**config.mk**
```make
export PLATFORM = sky130hd
export DESIGN_NAME = seq_restoring_divider
export DESIGN_NICKNAME = d
export VERILOG_FILES = /design/src/rtl/seq_restoring_divider.sv
export SDC_FILE = /design/constraint.sdc
export NUM_CORES = 1
export LEC_CHECK = 0
export ABC_AREA = 1
export CORE_MARGIN = 2
export CORE_UTILIZATION = 58
export CTS_BUF_LIST = sky130_fd_sc_hd__clkbuf_4
export DETAILED_ROUTE_END_ITERATION = 10
export GPL_ROUTABILITY_DRIVEN = 1
export PLACE_DENSITY = 0.86
export SYNTH_ARGS = -nofsm -noshare
export SYNTH_HDL_FRONTEND = slang
export SYNTH_SLANG_ARGS = --single-unit
export TNS_END_PERCENT = 50
```
**constraint.sdc**
```tcl
create_clock -name clk -period 4.6 [get_ports clk]
set_input_delay 0.46 -clock clk [delete_from_list [all_inputs] [get_ports clk]]
set_output_delay 0.46 -clock clk [all_outputs]
set_load 0.01 [all_outputs]
```
**src/rtl/seq_restoring_divider.sv**
```systemverilog
// Sequential restoring divider: one quotient bit per clock through a single
// shared subtract/restore stage, with valid/ready handshakes on both sides.
module seq_restoring_divider #(
  parameter  int DW = 3,
  parameter  int QW = 4,
  localparam int RW = QW + DW - 1
) (
  input  logic          clk,
  input  logic          rst,
  input  logic          in_valid,
  output logic          in_ready,
  input  logic [RW-1:0] rin,
  input  logic [DW-1:0] div,
  output logic          out_valid,
  input  logic          out_ready,
  output logic [QW-1:0] q,
  output logic [DW:0]   rout,
  output logic          dz,
  output logic          ovf
);

  localparam int CW = (QW > 1) ? $clog2(QW) : 1;

  typedef enum logic [1:0] {
    S_IDLE = 2'd0,
    S_RUN  = 2'd1,
    S_DONE = 2'd2
  } state_t;

  state_t        r_state;
  state_t        w_next;
  logic          r_in_ready;
  logic          r_out_valid;
  logic [DW-1:0] r_div;
  logic [DW-1:0] r_p;
  logic [QW-1:0] r_s;
  logic [CW-1:0] r_cnt;
  logic [QW-1:0] r_q;
  logic [DW:0]   r_rout;
  logic          r_dz;
  logic          r_ovf;

  logic          w_dz;
  logic          w_ovf;
  logic          w_last;
  logic [DW:0]   w_w;
  logic [DW+1:0] w_d;
  logic          w_qbit;
  logic [DW:0]   w_rem;

  assign w_dz   = (div == {DW{1'b0}});
  assign w_ovf  = ({1'b0, rin[RW-1:QW]} >= div);
  assign w_last = (r_cnt == {CW{1'b0}});

  // One row of the array divider: trial subtract, keep or restore.
  assign w_w    = {r_p, r_s[QW-1]};
  assign w_d    = {1'b0, w_w} - {2'b00, r_div};
  assign w_qbit = ~w_d[DW+1];
  assign w_rem  = w_qbit ? w_d[DW:0] : w_w;

  // Next-state decode.
  always_comb begin
    w_next = r_state;
    case (r_state)
      S_IDLE: begin
        if (in_valid) begin
          if (w_dz || w_ovf) w_next = S_DONE;
          else               w_next = S_RUN;
        end else begin
          w_next = S_IDLE;
        end
      end
      S_RUN: begin
        if (w_last) w_next = S_DONE;
        else        w_next = S_RUN;
      end
      S_DONE: begin
        if (out_ready) w_next = S_IDLE;
        else           w_next = S_DONE;
      end
      default: w_next = S_IDLE;
    endcase
  end

  // State register with handshake flags registered from the next state.
  always_ff @(posedge clk or posedge rst) begin
    if (rst) begin
      r_state     <= S_IDLE;
      r_in_ready  <= 1'b1;
      r_out_valid <= 1'b0;
    end else begin
      r_state     <= w_next;
      r_in_ready  <= (w_next == S_IDLE);
      r_out_valid <= (w_next == S_DONE);
    end
  end

  // Operand load, iteration and result registers.
  always_ff @(posedge clk or posedge rst) begin
    if (rst) begin
      r_div  <= {DW{1'b0}};
      r_p    <= {DW{1'b0}};
      r_s    <= {QW{1'b0}};
      r_cnt  <= {CW{1'b0}};
      r_q    <= {QW{1'b0}};
      r_rout <= {(DW+1){1'b0}};
      r_dz   <= 1'b0;
      r_ovf  <= 1'b0;
    end else begin
      case (r_state)
        S_IDLE: begin
          if (in_valid) begin
            r_div <= div;
            if (w_dz || w_ovf) begin
              r_dz   <= w_dz;
              r_ovf  <= ~w_dz;
              r_q    <= {QW{1'b1}};
              r_rout <= {(DW+1){1'b0}};
            end else begin
              r_dz  <= 1'b0;
              r_ovf <= 1'b0;
              r_q   <= {QW{1'b0}};
              r_p   <= {1'b0, rin[RW-1:QW]};
              r_s   <= rin[QW-1:0];
              r_cnt <= CW'(QW - 1);
            end
          end
        end
        S_RUN: begin
          // Quotient bits arrive MSB first, so shifting in lands them at q[cnt].
          r_q   <= {r_q[QW-2:0], w_qbit};
          r_p   <= w_rem[DW-1:0];
          r_s   <= {r_s[QW-2:0], 1'b0};
          r_cnt <= r_cnt - CW'(1);
          // Remainder is below the divisor, so w_rem's MSB is already zero.
          if (w_last) r_rout <= w_rem;
        end
        default: begin
          r_div <= r_div;
        end
      endcase
    end
  end

  assign in_ready  = r_in_ready;
  assign out_valid = r_out_valid;
  assign q         = r_q;
  assign rout      = r_rout;
  assign dz        = r_dz;
  assign ovf       = r_ovf;

endmodule

```
* Yosys cells after proc, flatten, opt, wreduce, memory -nomap -nowiden
Index checks and enable logic that the tools add are counted.
Cells by class: add/subtract/negate cells 2, $lt $le $gt $ge 1, eq/ne operators 7, muxes and demuxes 24, bitwise logic cells 2, reduce and logical (&&, ||, !) cells 10
Operators by type and width (count):
- 2-to-1 mux 4 bit | 8
- one-hot mux 4 bit (2 select lines) | 3
- 2-to-1 mux 2 bit | 6
- != test 2 bit, second input constant | 4
- zero test 2 bit | 3
- 2-to-1 mux 3 bit | 2
- one-hot mux 2 bit (3 select lines) | 1
- one-hot mux 3 bit (2 select lines) | 1
- subtractor 4 x 3 -> 5 bit | 1
- == test 2 bit, second input constant | 2
- one-hot mux 2 bit (2 select lines) | 1
- AND reduction 2 bit | 2
- AND reduction 4 bit | 1
- >= comparator 2 x 3 -> 1 bit | 1
- zero test 3 bit | 1
- AND reduction 3 bit | 1
- == test 2 x 1 -> 1 bit, second input constant | 1
- 2-to-1 mux 1 bit | 2
- NOT 1 bit | 2
- nonzero test 2 bit | 1
- subtractor 2 x 1 -> 2 bit, second input constant | 1
- logical OR 1 bit | 1
Storage, ports and cells: register bits 26, input port bits 13, output and inout port bits 12, logic and storage cells 57

* Logic depth before layout (Yosys ltp)
depth in word-level cells 6, mapped depth 12, gate-level depth less buffers 12

* Worst setup path before layout
Ideal clock, no wire load.
path type reg-to-reg, start point register r_s[3], end point register r_rout[2], in the netlist rout[2], setup time 65 ps, arrival 1549 ps, setup slack 2986 ps, stages on the path, launching flop included 12, path buffers 0, clock period less this slack 1614 ps, cell sequence dfrtp_1 -> inv_1 -> ha_1 -> inv_1 -> fa_1 -> nand2_1 -> nand2_1 -> nand2_1 -> nand2_1 -> nor2_1 -> nand3_1 -> nand2_1
Between the ends: longest elaborated chain between the ends 4
Ends and longest elaborated chain:
- from (decl) | line 36 | logic [QW-1:0] r_s;
- from (signal assigned) | line 103 | r_s <= {QW{1'b0}};
- from (signal assigned) | line 124 | r_s <= rin[QW-1:0];
- from (signal assigned) | line 133 | r_s <= {r_s[QW-2:0], 1'b0};
- subtractor 4 x 3 -> 5 bit | line 57 | assign w_d = {1'b0, w_w} - {2'b00, r_div};
- 2-to-1 mux 4 bit | line 59 | assign w_rem = w_qbit ? w_d[DW:0] : w_w;
- 2-to-1 mux 4 bit | line 136 | if (w_last) r_rout <= w_rem;
- one-hot mux 4 bit (2 select lines) | line 110 | case (r_state)
- to (signal assigned) | line 106 | r_rout <= {(DW+1){1'b0}};
- to (signal assigned) | line 118 | r_rout <= {(DW+1){1'b0}};
- to (signal assigned) | line 136
- to (decl) | line 39 | logic [DW:0] r_rout;
Every way passes these cells. The select of a mux whose other input is x is not followed. A chain may end at the register's enable or synchronous reset.

* Worst setup path after layout
Ends and elaborated chain as after synthesis.

==> flow_summary.yaml <==
routing:
  first_iter_violations: 29
  ant_nets: 0
  first_pass_iters: 4
  avgViaCountPerCell: 5.27
  drc: 0
  avgRoutedWirePerCell_um: 12.7
  totalWireLength_um: 3080
  vias: 1275
floorplan:
  die_area_um2: 2920
  die_y_um: 54
  die_w_um: 54
  rows: 18
  start_util: 0.596
  pin_count: 25
  core_um2: 2430
setup_path:
  critPathMaxStageDelay_ns: 0.42
  cp_slowest_cell: "dfrtp_1"
  cp_num_buf_inv: 2
  path_delay_family: "simple AND/OR/NAND/NOR gates"
  worst-setup-path-type: "reg2reg"
  cp-end-kind: "register"
  crit_top_cell: "nand2_1"
  crit_fanout: 5
  cp.required_ns: 4.89
  worstPathArrival_ns: 2.15
  cp-start-kind: "register"
  crit_chain: "inv_1 -> ha_1 -> inv_1 -> fa_1 -> nand2_1 -> nand2_1 -> nand2_1 -> nand2_1 -> nor2_1 -> nand3_1 -> nand2_1"
yosys:
  synth_area_um2: 1450
  ys_warn_count: 0
  syn_area_per_cell_um2: 7.75
  synth_nets: 207
  ys_ff_latch: 26
  synth_cell_type_count: 22
  syn_inst: 187
  ys_seq_area_frac: 0.450
power_and_ir_drop:
  p_per_area_nw_per_um2: 661
  vdd_drop_max_mv: 0.445
  leakage_nw: 0.925
clock_tree:
  postCtsSetupBuffers: 0
  clock_path_buffers: 2
  path_clk_slew_ns: 0.15
  post_cts_resized: 0
  clock_latency_ns: 0.34
  root_buffer: "clkbuf_4"
  hold_buffers: 0
  cts_buffers: 3
  cts_max_level: 1
  cts.sinks: 26
  cts_tree: "yes"
cells_and_area:
  layout_common_cells: "68 x nand2_1, 26 x inv_1, 25 x dfrtp_1, 24 x clkdlybuf4s50_1, 22 x nand3_1"
  final_common_cell: "nand2_1"
  multi_input_area_um2: 673
  ff_latch_area_um2: 652
  antenna_cells: 0
  layout-drive-gt1-share: 0.0660
  synthToLayoutAreaGrowth_pct: 19.3
  nets: 233
  fill_cells: 194
run:
  drv_cap: 0
global_routing:
  grt_max_degree: 27
  grt_pass1_vias: 1240
  grt_overflow: 0
  grt_pass1_wl_um: 5160
  grt_antenna_before_repair: 0
  track_usage: 0.248
sta:
  final.setup.tns_ns: 0
  finalClockSkew_ns: 0.00873
  worst_pin_slew_ns: 0.973
  slew_viol_final: 0
  setup_viol: 0
  final.min_clock_period_ns: 1.86
  maxSlewHeadroom: 0.351
  setup_ws_ns: 2.74
  fmax_ghz: 0.538
  hold_viol: 0
  fin_crit_sh: 0.404
  grt_setup_unrepaired: "no"
placement:
  hpwl_um: 2300
  pre_cts_slack_ns: 2.47
  port_buffers: 24
  place_congestion: 0.897
status:
  status: "finished clean"
hold_path:
  min_path_type: "reg2reg"
==> power by group <==
part / total (mW) / internal [mW] / switching [mW]
Sequential: 0.402 / 0.334 / 0.0682
Clock: 0.104 / 0.0320 / 0.0719
Combinational: 0.638 / 0.257 / 0.381
==> kinds of logic after synthesis <==
group,count (synthesis),synth area share
AND/OR/NAND/NOR,112,0.349
AO/OA/AOI/OAI,12,0.0492
buffers and inverters,30,0.0863
adder cells (fa/ha/maj),7,0.0656
flip-flops,26,0.450
==> synth_stat cells <==
cell type | instances | share of area
nand2_1 | 68 | 0.18
nor2_4 | 1 | 0.0078
inv_2 | 1 | 0.0026
inv_1 | 26 | 0.067
nand4_2 | 1 | 0.0086
ha_1 | 6 | 0.052
nor2_1 | 9 | 0.023
nand2_4 | 2 | 0.016
o21ai_2 | 1 | 0.0060
buf_4 | 1 | 0.0052
a21oi_1 | 4 | 0.014
fa_1 | 1 | 0.014
buf_2 | 1 | 0.0034
buf_6 | 1 | 0.0078
nand2_2 | 4 | 0.017
dfstp_2 | 1 | 0.018
o21ai_0 | 4 | 0.014
dfrtp_1 | 25 | 0.43
nand3b_1 | 4 | 0.021
nand3_1 | 22 | 0.076
o211ai_1 | 3 | 0.016
or2_0 | 1 | 0.0043
==> area by class of cell <==
class | count | share of cell area
sequential | 26 | 0.377
timing repair buffer | 24 | 0.139
multi-input combinational | 131 | 0.389
clock buffer | 3 | 0.0130
tap | 30 | 0.0217
inverter | 27 | 0.0586
clock inverter | 1 | 0.00217
==> stage by stage <==
step	hold slack, ns	utilization	power [mW]	instances	cell area (um^2)
detailed placement	0.458	0.701	1.04	238	1700
CTS	0.492	0.711	1.14	242	1730
global route	0.534	0.711	1.25	242	1730
finish	0.487	0.711	1.14	242	1730
floorplan	0.442	-	0.852	187	1450
global placement	0.456	0.701	1.01	238	1700
==> final timing paths <==
check                      slack, ns  cells after the start                start                    to
min                             0.49                      2  rout[2]$_DFFE_PP0P_   rout[2]$_DFFE_PP0P_
max reg2reg                     2.74                     11   r_s[3]$_DFFE_PP0P_   rout[2]$_DFFE_PP0P_
max                             2.74                     11   r_s[3]$_DFFE_PP0P_   rout[2]$_DFFE_PP0P_
min reg2reg                     0.49                      2  rout[2]$_DFFE_PP0P_   rout[2]$_DFFE_PP0P_
max in group asynchronous       3.38                      2                  rst  r_div[0]$_DFFE_PP0P_
min in group asynchronous       0.62                      2                  rst   rout[0]$_DFFE_PP0P_
==> routing by layer <==
layer | vias up | wire (um) | global-route usage
li1 | 634 | - | -
met1 | 605 | 1370 | 0.300
met2 | 29 | 1560 | 0.435
met3 | 7 | 97 | 0.0389
met4 | 0 | 56 | 0.104
met5 | - | 0 | 0
==> registers in the layout, summed over array words and instances, names as in the netlist <==
name,flops
dz,1
in_ready,1
out_valid,1
ovf,1
q,4
r_cnt,2
r_div,3
r_p,3
r_s,4
r_state,2
rout,4
==> worst reg2reg max path, stage by stage (launching register included) <==
cell and delay (ns):
dfrtp_1 0.42, inv_1 0.09, ha_1 0.14, inv_1 0.06, fa_1 0.38, nand2_1 0.16
nand2_1 0.12, nand2_1 0.08, nand2_1 0.04, nor2_1 0.15, nand3_1 0.10, nand2_1 0.08
Note: power is estimated with default switching activity, not from simulation.
